### config.mk
export PLATFORM = sky130hd
export DESIGN_NAME = hi_setget_bist
export DESIGN_NICKNAME = d
export VERILOG_FILES = /design/src/rtl/hi_setget_bist.sv
export SDC_FILE = /design/constraint.sdc
export NUM_CORES = 1
export LEC_CHECK = 0
export BUFFER_PORTS_ARGS = -buffer_cell sky130_fd_sc_hd__buf_2
export CORE_MARGIN = 2
export CORE_UTILIZATION = 45
export DETAILED_ROUTE_END_ITERATION = 6
export PLACE_DENSITY = 0.65
export RECOVER_POWER = 25
export SYNTH_ARGS = -nofsm -noshare
export SYNTH_HDL_FRONTEND = slang
export SYNTH_SLANG_ARGS = --single-unit
### constraint.sdc
create_clock -name i_ifclk -period 3.96 [get_ports i_ifclk]
set_input_delay 0.594 -clock i_ifclk [delete_from_list [all_inputs] [get_ports i_ifclk]]
set_output_delay 0.594 -clock i_ifclk [all_outputs]
set_load 0.02 [all_outputs]
### src/rtl/hi_setget_bist.sv
// Host-interface set/get self-test master.
// For each terminal: write a pattern to COUNT registers (SET), read them back and
// compare (GET), then read the first register once as a reference and REPEATS
// more times, checking that every read matches it (BB0/BB).
module hi_setget_bist #(
  parameter int NUM_TERMS = 2,
  parameter int TERM_BASE = 0,
  parameter int REG_BASE  = 0,
  parameter int COUNT     = 160,
  parameter int REPEATS   = 10,
  parameter int DATA_W    = 16,
  parameter int TIMEOUT   = 1023
) (
  input  logic              i_ifclk,
  input  logic              i_reset,
  input  logic              i_start,
  input  logic [1:0]        i_pattern_sel,
  input  logic [DATA_W-1:0] i_seed,
  output logic [15:0]       o_term_addr,
  output logic [31:0]       o_reg_addr,
  output logic              o_wr_req,
  output logic [DATA_W-1:0] o_wr_data,
  input  logic              i_wr_ack,
  output logic              o_rd_req,
  input  logic              i_rd_valid,
  input  logic [DATA_W-1:0] i_rd_data,
  output logic              o_busy,
  output logic              o_done,
  output logic              o_pass,
  output logic              o_timeout_err,
  output logic [15:0]       o_err_count,
  output logic [31:0]       o_fail_addr,
  output logic [15:0]       o_fail_term,
  output logic [DATA_W-1:0] o_fail_data
);

  typedef enum logic [2:0] {S_IDLE, S_SET, S_GET, S_BB0, S_BB, S_NXT, S_FIN} state_t;

  state_t            r_state, w_state_nxt;
  logic [31:0]       r_i, r_k, r_tmo_cnt;
  logic [15:0]       r_t;
  logic              r_wr_req, r_rd_req;
  logic [15:0]       r_term_addr;
  logic [31:0]       r_reg_addr;
  logic [DATA_W-1:0] r_wr_data, r_ref, r_seed;
  logic [1:0]        r_sel;
  logic              r_pass, r_timeout_err;
  logic [15:0]       r_err_count;
  logic [31:0]       r_fail_addr;
  logic [15:0]       r_fail_term;
  logic [DATA_W-1:0] r_fail_data;
  logic              w_busy, w_done;

  // Test pattern for index idx; only the low DATA_W bits of idx take part.
  function automatic logic [DATA_W-1:0] f_pattern(input logic [1:0] sel,
                                                  input logic [DATA_W-1:0] seed,
                                                  input logic [31:0] idx);
    logic [DATA_W-1:0] lo;
    lo = idx[DATA_W-1:0];
    case (sel)
      2'd0:    f_pattern = lo;
      2'd1:    f_pattern = ~lo;
      2'd2:    f_pattern = {{(DATA_W-1){1'b0}}, 1'b1} << (idx % 32'(DATA_W));
      default: f_pattern = lo ^ seed;
    endcase
  endfunction

  // Error counter increment that sticks at all-ones.
  function automatic logic [15:0] f_sat_inc(input logic [15:0] v);
    f_sat_inc = (v == 16'hFFFF) ? v : v + 16'd1;
  endfunction

  logic              w_wr_fire, w_rd_fire, w_pend, w_tmo;
  logic              w_last_i, w_last_k, w_last_t, w_mis;
  logic [DATA_W-1:0] w_exp;

  assign w_wr_fire = r_wr_req & i_wr_ack;
  assign w_rd_fire = r_rd_req & i_rd_valid;
  assign w_pend    = r_wr_req | r_rd_req;
  assign w_tmo     = w_pend & ~(w_wr_fire | w_rd_fire) & (r_tmo_cnt == 32'(TIMEOUT));
  assign w_last_i  = (r_i == 32'(COUNT - 1));
  assign w_last_k  = (r_k == 32'(REPEATS - 1));
  assign w_last_t  = (r_t == 16'(NUM_TERMS - 1));
  assign w_exp     = (r_state == S_BB) ? r_ref : f_pattern(r_sel, r_seed, r_i);
  assign w_mis     = w_rd_fire & ((r_state == S_GET) | (r_state == S_BB)) & (i_rd_data != w_exp);

  // State register.
  always_ff @(posedge i_ifclk) begin
    if (i_reset) r_state <= S_IDLE;
    else         r_state <= w_state_nxt;
  end

  // Next-state logic; a timeout aborts any request-issuing phase.
  always_comb begin
    w_state_nxt = r_state;
    case (r_state)
      S_IDLE: if (i_start) w_state_nxt = S_SET;
      S_SET:  if (w_tmo) w_state_nxt = S_FIN;
              else if (w_wr_fire && w_last_i) w_state_nxt = S_GET;
      S_GET:  if (w_tmo) w_state_nxt = S_FIN;
              else if (w_rd_fire && w_last_i) w_state_nxt = S_BB0;
      S_BB0:  if (w_tmo) w_state_nxt = S_FIN;
              else if (w_rd_fire) w_state_nxt = S_BB;
      S_BB:   if (w_tmo) w_state_nxt = S_FIN;
              else if (w_rd_fire && w_last_k) w_state_nxt = S_NXT;
      S_NXT:  w_state_nxt = w_last_t ? S_FIN : S_SET;
      S_FIN:  w_state_nxt = S_IDLE;
      default: w_state_nxt = S_IDLE;
    endcase
  end

  // State-decoded outputs: busy while sequencing, done for the single FIN cycle.
  always_comb begin
    w_busy = 1'b0;
    w_done = 1'b0;
    case (r_state)
      S_IDLE:  ;
      S_FIN:   w_done = 1'b1;
      default: w_busy = 1'b1;
    endcase
  end

  // Bus requests, indices, timeout counter and result capture.
  always_ff @(posedge i_ifclk) begin
    if (i_reset) begin
      r_i <= '0; r_k <= '0; r_t <= '0; r_tmo_cnt <= '0;
      r_wr_req <= 1'b0; r_rd_req <= 1'b0;
      r_term_addr <= '0; r_reg_addr <= '0; r_wr_data <= '0;
      r_ref <= '0; r_seed <= '0; r_sel <= '0;
      r_pass <= 1'b0; r_timeout_err <= 1'b0; r_err_count <= '0;
      r_fail_addr <= '0; r_fail_term <= '0; r_fail_data <= '0;
    end else begin
      // Counts cycles a request has been waiting; any ack/valid restarts it.
      if (!w_pend || w_wr_fire || w_rd_fire) r_tmo_cnt <= '0;
      else                                   r_tmo_cnt <= r_tmo_cnt + 32'd1;
      if (w_tmo) begin
        r_wr_req      <= 1'b0;
        r_rd_req      <= 1'b0;
        r_timeout_err <= 1'b1;
      end
      // err_count still zero means this is the first mismatch of the run.
      if (w_mis) begin
        r_err_count <= f_sat_inc(r_err_count);
        if (r_err_count == 16'd0) begin
          r_fail_addr <= r_reg_addr;
          r_fail_term <= r_term_addr;
          r_fail_data <= i_rd_data;
        end
      end
      case (r_state)
        S_IDLE: if (i_start) begin
          r_i <= '0; r_t <= '0; r_k <= '0;
          r_sel <= i_pattern_sel; r_seed <= i_seed;
          r_pass <= 1'b0; r_timeout_err <= 1'b0; r_err_count <= '0;
          r_fail_addr <= '0; r_fail_term <= '0; r_fail_data <= '0;
        end
        S_SET: if (w_wr_fire) begin
          r_wr_req <= 1'b0;
          r_i      <= w_last_i ? 32'd0 : r_i + 32'd1;
        end else if (!r_wr_req) begin
          r_wr_req    <= 1'b1;
          r_term_addr <= 16'(TERM_BASE) + r_t;
          r_reg_addr  <= 32'(REG_BASE) + r_i;
          r_wr_data   <= f_pattern(r_sel, r_seed, r_i);
        end
        S_GET: if (w_rd_fire) begin
          r_rd_req <= 1'b0;
          r_i      <= w_last_i ? 32'd0 : r_i + 32'd1;
        end else if (!r_rd_req) begin
          r_rd_req    <= 1'b1;
          r_term_addr <= 16'(TERM_BASE) + r_t;
          r_reg_addr  <= 32'(REG_BASE) + r_i;
        end
        S_BB0, S_BB: if (w_rd_fire) begin
          r_rd_req <= 1'b0;
          if (r_state == S_BB0) begin
            r_ref <= i_rd_data;
            r_k   <= '0;
          end else begin
            r_k <= r_k + 32'd1;
          end
        end else if (!r_rd_req) begin
          r_rd_req    <= 1'b1;
          r_term_addr <= 16'(TERM_BASE) + r_t;
          r_reg_addr  <= 32'(REG_BASE);
        end
        S_NXT: if (w_last_t) r_pass <= (r_err_count == 16'd0) && !r_timeout_err;
               else          r_t    <= r_t + 16'd1;
        default: ;
      endcase
    end
  end

  assign o_term_addr   = r_term_addr;
  assign o_reg_addr    = r_reg_addr;
  assign o_wr_req      = r_wr_req;
  assign o_wr_data     = r_wr_data;
  assign o_rd_req      = r_rd_req;
  assign o_busy        = w_busy;
  assign o_done        = w_done;
  assign o_pass        = r_pass;
  assign o_timeout_err = r_timeout_err;
  assign o_err_count   = r_err_count;
  assign o_fail_addr   = r_fail_addr;
  assign o_fail_term   = r_fail_term;
  assign o_fail_data   = r_fail_data;

endmodule
==> results of run 1 <==
-- final cells by class --
type / instances / share of cell area, %
repair buffers: 226 / 7.193
flip-flops and latches: 297 / 38.06
multi-input cells: 1209 / 44.84
inverters: 27 / 0.6488
clock inverters: 10 / 0.3444
clock buffers: 43 / 5.767
diodes: 1 / 0.01602
well taps: 390 / 3.124
-- flip-flops by register name, summed over array words and instances (netlist names) --
signal and count:
r_ref 16, o_rd_req 1, o_wr_data 16, r_tmo_cnt 32
o_reg_addr 32, o_pass 1, r_t 16, o_wr_req 1
r_sel 2, o_fail_addr 32, r_i 32, o_fail_data 16
o_timeout_err 1, r_k 32, o_fail_term 16, r_seed 16
o_term_addr 16, r_state 3, o_err_count 16
-- Yosys cell counts, types with 4 or more instances --
library cell    n  area (µm²)
or2_2           4       25.02
clkbuf_1       77       289.0
o32ai_1         5       43.79
a311oi_1        6       52.55
a21oi_1       141       705.7
buf_6          10       112.6
o21ai_0        36       180.2
nand3_1        82       410.4
a211o_1         4       35.03
nand2_1       228       855.8
nor2b_1        13       81.33
buf_2           4       20.02
and4_1          9       78.83
a211oi_1       17       127.6
xnor2_1        30       262.8
and3_1         24       150.1
nor2_1        219       822.0
a31oi_1         4       25.02
nor3_1         29       145.1
nor4_1         29       181.4
nand3b_1        5       37.54
nor4b_1         4       35.03
nand4_1        40       250.2
ha_1           13       162.7
and2_1          6       37.54
dfxtp_1       297        5946
or4_1           7       52.55
o211ai_1        6       45.04
or3_1          31       193.9
mux2i_1        72       720.7
nand2b_1       16       100.1
buf_1           6       22.52
inv_1          25       93.84
xor2_1         79       691.9
-- per-layer routing --
metal / vias to the layer above / wire length [µm] / global-route usage, %
met5: - / 0 / 0
met4: 0 / 874 / 6.026
met3: 57 / 2283 / 3.501
met2: 340 / 16240 / 35.72
met1: 5750 / 17460 / 32.11
li1: 5976 / - / -
-- worst min-delay path, cell delays in order --
cell,delay [ns]
buf_2,0.10
nand2_1,0.04
a21oi_1,0.05
-- metrics by stage --
stage          cells  hold WS (ns)  worst slack, ns  power (mW)
2_1_floorplan   1633        0.4260           0.8959       4.303
3_3_place_gp    2149        0.4430           0.4704       4.814
3_5_place_dp    2149        0.4451           0.4326       4.821
4_1_cts         2202        0.2539           0.4171       7.563
5_1_grt         2202        0.2715          0.09534       7.849
6_report        2203        0.2704           0.3788       7.510
-- cell families after synthesis --
logic type	Yosys count	share of synthesized area (%)
fa+ha+maj	14	1.282
xor+xnor	109	7.088
flops	297	44.14
simple gates	758	26.56
buf+inv	127	4.180
compound gates	256	11.40
mux	72	5.351
-- power groups by stage --
stage               logic (mW)  registers, mW  clock network (mW)
finish                    1.56           3.21                2.74
global route              1.70           3.22                2.93
CTS                       1.56           3.20                2.80
detailed placement        1.55           3.27                   0
global placement          1.55           3.27                   0
floorplan                 1.04           3.27                   0
-- worst min path at each step --
stage	startpoint	end	slack, ns
finish	i_seed[6]	r_seed[6]	0.27
global route	i_seed[2]	r_seed[2]	0.27
CTS	i_seed[6]	r_seed[6]	0.25
detailed placement	r_seed[8]	r_seed[8]	0.45
global placement	r_seed[8]	r_seed[8]	0.44
floorplan	r_tmo_cnt[0]	r_tmo_cnt[0]	0.43
==> results.sh, run 1 <==
export IMPL_status="finished, final reports clean"
export IMPL_hpwl_um=26570
export IMPL_root_buffer="clkbuf_16"
export IMPL_internal_power_mw=5.090
export IMPL_finalSetupTns_ns=0
export IMPL_p_sw_share_pct=32.23
export IMPL_post_cts_resized=0
export IMPL_r2r_start="r_sel[0]"
export IMPL_io_pins=189
export IMPL_period_minus_slack_ns=3.581
export IMPL_start_util_pct=45.57
export IMPL_seqPwrFrac_pct=42.7
export IMPL_totalWireLength_um=36860
export IMPL_final_common_cell="dfxtp_1"
export IMPL_p_sw_mw=2.421
export IMPL_nNetsFinal=1844
export IMPL_placementRows=63
export IMPL_drtAntennaViolNets=0
export IMPL_netlist_instances=1633
export IMPL_rsz0062_at_grt="no"
export IMPL_track_usage_pct=22.61
export IMPL_relSlewSlack_pct=24.77
export IMPL_critPathKind="reg2reg"
export IMPL_max_freq_ghz=0.2792
export IMPL_finalSetupViolCount=0
export IMPL_post_cts_buffers=0
export IMPL_cp_top_family="simple AND/OR/NAND/NOR gates"
export IMPL_htreeDepth=1
export IMPL_drv_slew=0
export IMPL_cts_hold_buf=0
export IMPL_die_area_mm2=0.03133
export IMPL_core_mm2=0.02956
export IMPL_overflow=0
export IMPL_post_route_util_pct=52.84
export IMPL_grt_pass1_wl_um=57680
export IMPL_crit_path_start="r_sel[0]"
export IMPL_startpoint_type="flip-flop"
export IMPL_num_vias=12120
export IMPL_fillers=2879
export IMPL_power_density_mw_per_mm2=480.8
export IMPL_drtPass1Iterations=5
export IMPL_async_reset_ff_share_pct=0
export IMPL_worstHoldPathCells=3
export IMPL_hold_viol=0
export IMPL_ff_latch_area_mm2=0.005946
export IMPL_r2r_slack_ns=0.38
export IMPL_cts_sinks=297
export IMPL_final_area_mm2=0.01562
export IMPL_crit_buf_inv=2
export IMPL_die_y_um=177.0
export IMPL_required_ns=4.36
export IMPL_wl_per_cell_um=16.73
export IMPL_grt_pass1_vias=10990
export IMPL_clk_pin_slew_ns=0.06
export IMPL_final_cell_mix="297 x dfxtp_1, 228 x nand2_1, 219 x nor2_1"
export IMPL_clk_latency_ns=0.56
export IMPL_drc=0
export IMPL_synth_distinct_cells=67
export IMPL_ys_seq_area_share_pct=44.14
export IMPL_multi_input_area_mm2=0.007004
export IMPL_grt_antenna_before_repair=0
export IMPL_critPathMaxStageDelay_ns=0.79
export IMPL_drtIter0Drc=1067
export IMPL_drive_above_1_share_pct=10.71
export IMPL_io_buffers=188
export IMPL_grt_start_max_net_pins=63
export IMPL_synth_warnings=0
export IMPL_finalWeightedCongestion=0.9489
export IMPL_die_w_um=177.0
export IMPL_placed_area_mm2=0.01479
export IMPL_r2r_end="o_err_count[14]"
export IMPL_synth_edf_count=0
export IMPL_finalClockSkew_ns=0.01875
export IMPL_maxCapViolCount=0
export IMPL_cts_buffers=31
export IMPL_critical_path_endpoint="o_err_count[14]"
export IMPL_vdd_drop_max_uv=344.4
export IMPL_synth_ff_type="dfxtp_1"
export IMPL_cts_tree="yes"
export IMPL_critPathArrivalTime_ns=3.98
export IMPL_crit_fanout=19
export IMPL_syn_nets=1685
export IMPL_path_depth=11
export IMPL_fin_crit_sh_pct=90.44
export IMPL_pwr_share_comb_pct=20.7
export IMPL_leakage_nw=5.536
export IMPL_cp_end_kind="flip-flop"
export IMPL_clkPwrFrac_pct=36.5
export IMPL_synthToLayoutAreaGrowth_pct=15.97
export IMPL_syn_avg_cell_area_um2=8.248
export IMPL_path_cells="buf_4, nor2_1, o21ai_1, nand4_1, a211oi_1, o32ai_1, or4b_4, or3_1, buf_4, a41oi_1, a211oi_1"
export IMPL_holdCritPathClass="in2reg"
export IMPL_worst_slew_pin_slew_ns=1.122
export IMPL_clk_path_buf_depth=3
export IMPL_ys_ff_latch=297
export IMPL_syn_area_mm2=0.01347
export IMPL_worst_path_max_delay_cell="dfxtp_1"
export IMPL_viasPerCell=5.503
export IMPL_ff2ff_path_depth=11
(Power assumes the default switching activity.)
==> run 2: changes to the inputs <==
--- a/config.mk
+++ b/config.mk
@@ -8,6 +8,7 @@
 export BUFFER_PORTS_ARGS = -buffer_cell sky130_fd_sc_hd__buf_2
 export CORE_MARGIN = 2
 export CORE_UTILIZATION = 45
+export CTS_BUF_LIST = sky130_fd_sc_hd__clkbuf_8
 export DETAILED_ROUTE_END_ITERATION = 6
 export PLACE_DENSITY = 0.65
 export RECOVER_POWER = 25
==> results.sh, run 2 (same netlist as run 1, synthesis figures left out) <==
export IMPL_die_y_um=177.0
export IMPL_clk_path_buf_depth=3
export IMPL_post_cts_buffers=0
export IMPL_core_mm2=0.02956
export IMPL_drtPass1Iterations=5
export IMPL_synthToLayoutAreaGrowth_pct=16.56
export IMPL_r2r_start="r_sel[0]"
export IMPL_drtIter0Drc=999
export IMPL_internal_power_mw=5.027
export IMPL_grt_pass1_vias=11250
export IMPL_p_sw_mw=2.457
export IMPL_status="finished, final reports clean"
export IMPL_wl_per_cell_um=16.41
export IMPL_pwr_share_comb_pct=20.7
export IMPL_drv_slew=0
export IMPL_dp_slack_ns=0.4326
export IMPL_hold_viol=0
export IMPL_finalSetupViolCount=0
export IMPL_cts_hold_buf=0
export IMPL_ff2ff_path_depth=11
export IMPL_relSlewSlack_pct=27.10
export IMPL_grt_antenna_before_repair=0
export IMPL_startpoint_type="flip-flop"
export IMPL_io_buffers=188
export IMPL_clkPwrFrac_pct=36.4
export IMPL_holdPathEnd="r_seed[6]"
export IMPL_viasPerCell=5.485
export IMPL_finalPower_mw=7.484
export IMPL_maxCapViolCount=0
export IMPL_final_cell_mix="297 x dfxtp_1, 228 x nand2_1, 219 x nor2_1"
export IMPL_max_freq_ghz=0.2783
export IMPL_hp_start="i_seed[6]"
export IMPL_final_common_cell="dfxtp_1"
export IMPL_die_w_um=177.0
export IMPL_worst_slew_pin_slew_ns=1.088
export IMPL_totalWireLength_um=36770
export IMPL_track_usage_pct=22.84
export IMPL_cp_end_kind="flip-flop"
export IMPL_cts_tree="yes"
export IMPL_root_buffer="clkbuf_8"
export IMPL_start_util_pct=45.57
export IMPL_drive_above_1_share_pct=12.11
export IMPL_finalClockSkew_ns=0.01774
export IMPL_power_density_mw_per_mm2=476.7
export IMPL_die_area_mm2=0.03133
export IMPL_vdd_drop_max_uv=322.0
export IMPL_holdCritPathClass="in2reg"
export IMPL_timing_final_ws_setup_ns=0.3663
export IMPL_overflow=0
export IMPL_rsz0062_at_grt="no"
export IMPL_io_pins=189
export IMPL_required_ns=4.38
export IMPL_grt_pass1_wl_um=58160
export IMPL_drc=0
export IMPL_cts_sinks=297
export IMPL_crit_fanout=19
export IMPL_worstHoldPathCells=3
export IMPL_r2r_end="o_err_count[14]"
export IMPL_post_route_util_pct=53.11
export IMPL_seqPwrFrac_pct=42.9
export IMPL_nNetsFinal=1863
export IMPL_finalWeightedCongestion=0.9489
export IMPL_htreeDepth=2
export IMPL_clk_pin_slew_ns=0.06
export IMPL_hpwl_um=26570
export IMPL_num_vias=12290
export IMPL_cts_buffers=50
export IMPL_critPathKind="reg2reg"
export IMPL_drtAntennaViolNets=0
export IMPL_fin_crit_sh_pct=90.75
export IMPL_leakage_nw=5.668
export IMPL_finalSetupTns_ns=0
export IMPL_critPathArrivalTime_ns=4.02
export IMPL_period_minus_slack_ns=3.594
export IMPL_r2r_slack_ns=0.37
export IMPL_grt_start_max_net_pins=63
export IMPL_post_cts_resized=0
export IMPL_crit_path_start="r_sel[0]"
export IMPL_p_sw_share_pct=32.82
export IMPL_placementRows=63
export IMPL_clk_latency_ns=0.58
-- run 2: changes by cell type in the layout (fill, tap and decap cells not counted), sizes merged --
cell,delta
diode,+1
buf,+5
clkinvlp,+1
clkinv,-5
clkbuf,+19
inv,+17
-- run 2: power by group through the flow --
stage / Combinational (mW) / Sequential (mW) / Clock, mW
2_1_floorplan: 1.04 / 3.27 / 0
3_3_place_gp: 1.55 / 3.27 / 0
3_5_place_dp: 1.55 / 3.27 / 0
4_1_cts: 1.56 / 3.20 / 2.79
5_1_grt: 1.70 / 3.22 / 2.93
6_report: 1.55 / 3.21 / 2.72
-- run 2: layout make-up --
class | count | area (µm²)
repair buffers | 226 | 1130
inverters | 27 | 101.3
multi-input cells | 1209 | 7004
fillers | 2884 | 13860
clock inverters | 23 | 103.9
well taps | 390 | 488.0
clock buffers | 67 | 922.1
diodes | 2 | 5.005
flip-flops and latches | 297 | 5946
-- run 2: metrics by stage --
step	instances	hold slack [ns]	instance area, µm²
2_1_floorplan	1633	0.4260	13470
3_3_place_gp	2149	0.4430	14790
3_5_place_dp	2149	0.4451	14790
4_1_cts	2239	0.2313	15820
5_1_grt	2239	0.2430	15700
6_report	2241	0.2574	15700
-- run 2: per-layer routing --
metal	routed length, µm	vias to the layer above	GRT usage [%]	share of wire (%)
li1	-	6025	-	-
met1	17130	5825	31.64	47
met2	16190	373	35.85	44
met3	2459	70	4.253	6.7
met4	996	0	7.404	2.7
met5	0	-	0	0
-- run 2: worst max path at each step --
stage                      end  slack (ns)  cells past startpoint
5_1_grt        o_err_count[14]        0.08                     11
3_3_place_gp   o_err_count[14]        0.47                     11
2_1_floorplan  o_err_count[12]        0.90                     12
6_report       o_err_count[14]        0.37                     11
4_1_cts        o_err_count[14]        0.42                     11
3_5_place_dp   o_err_count[14]        0.43                     11
-- run 2: critical path: stages (launching register included) --
cell and delay [ns]:
dfxtp_1 0.80, nand2_1 0.20, buf_4 0.21, o211a_1 0.20, a21oi_1 0.30, xnor2_1 0.20
o32ai_1 0.13, or4b_4 0.54, or3_1 0.38, buf_4 0.22, a41oi_1 0.20, a211oi_1 0.07
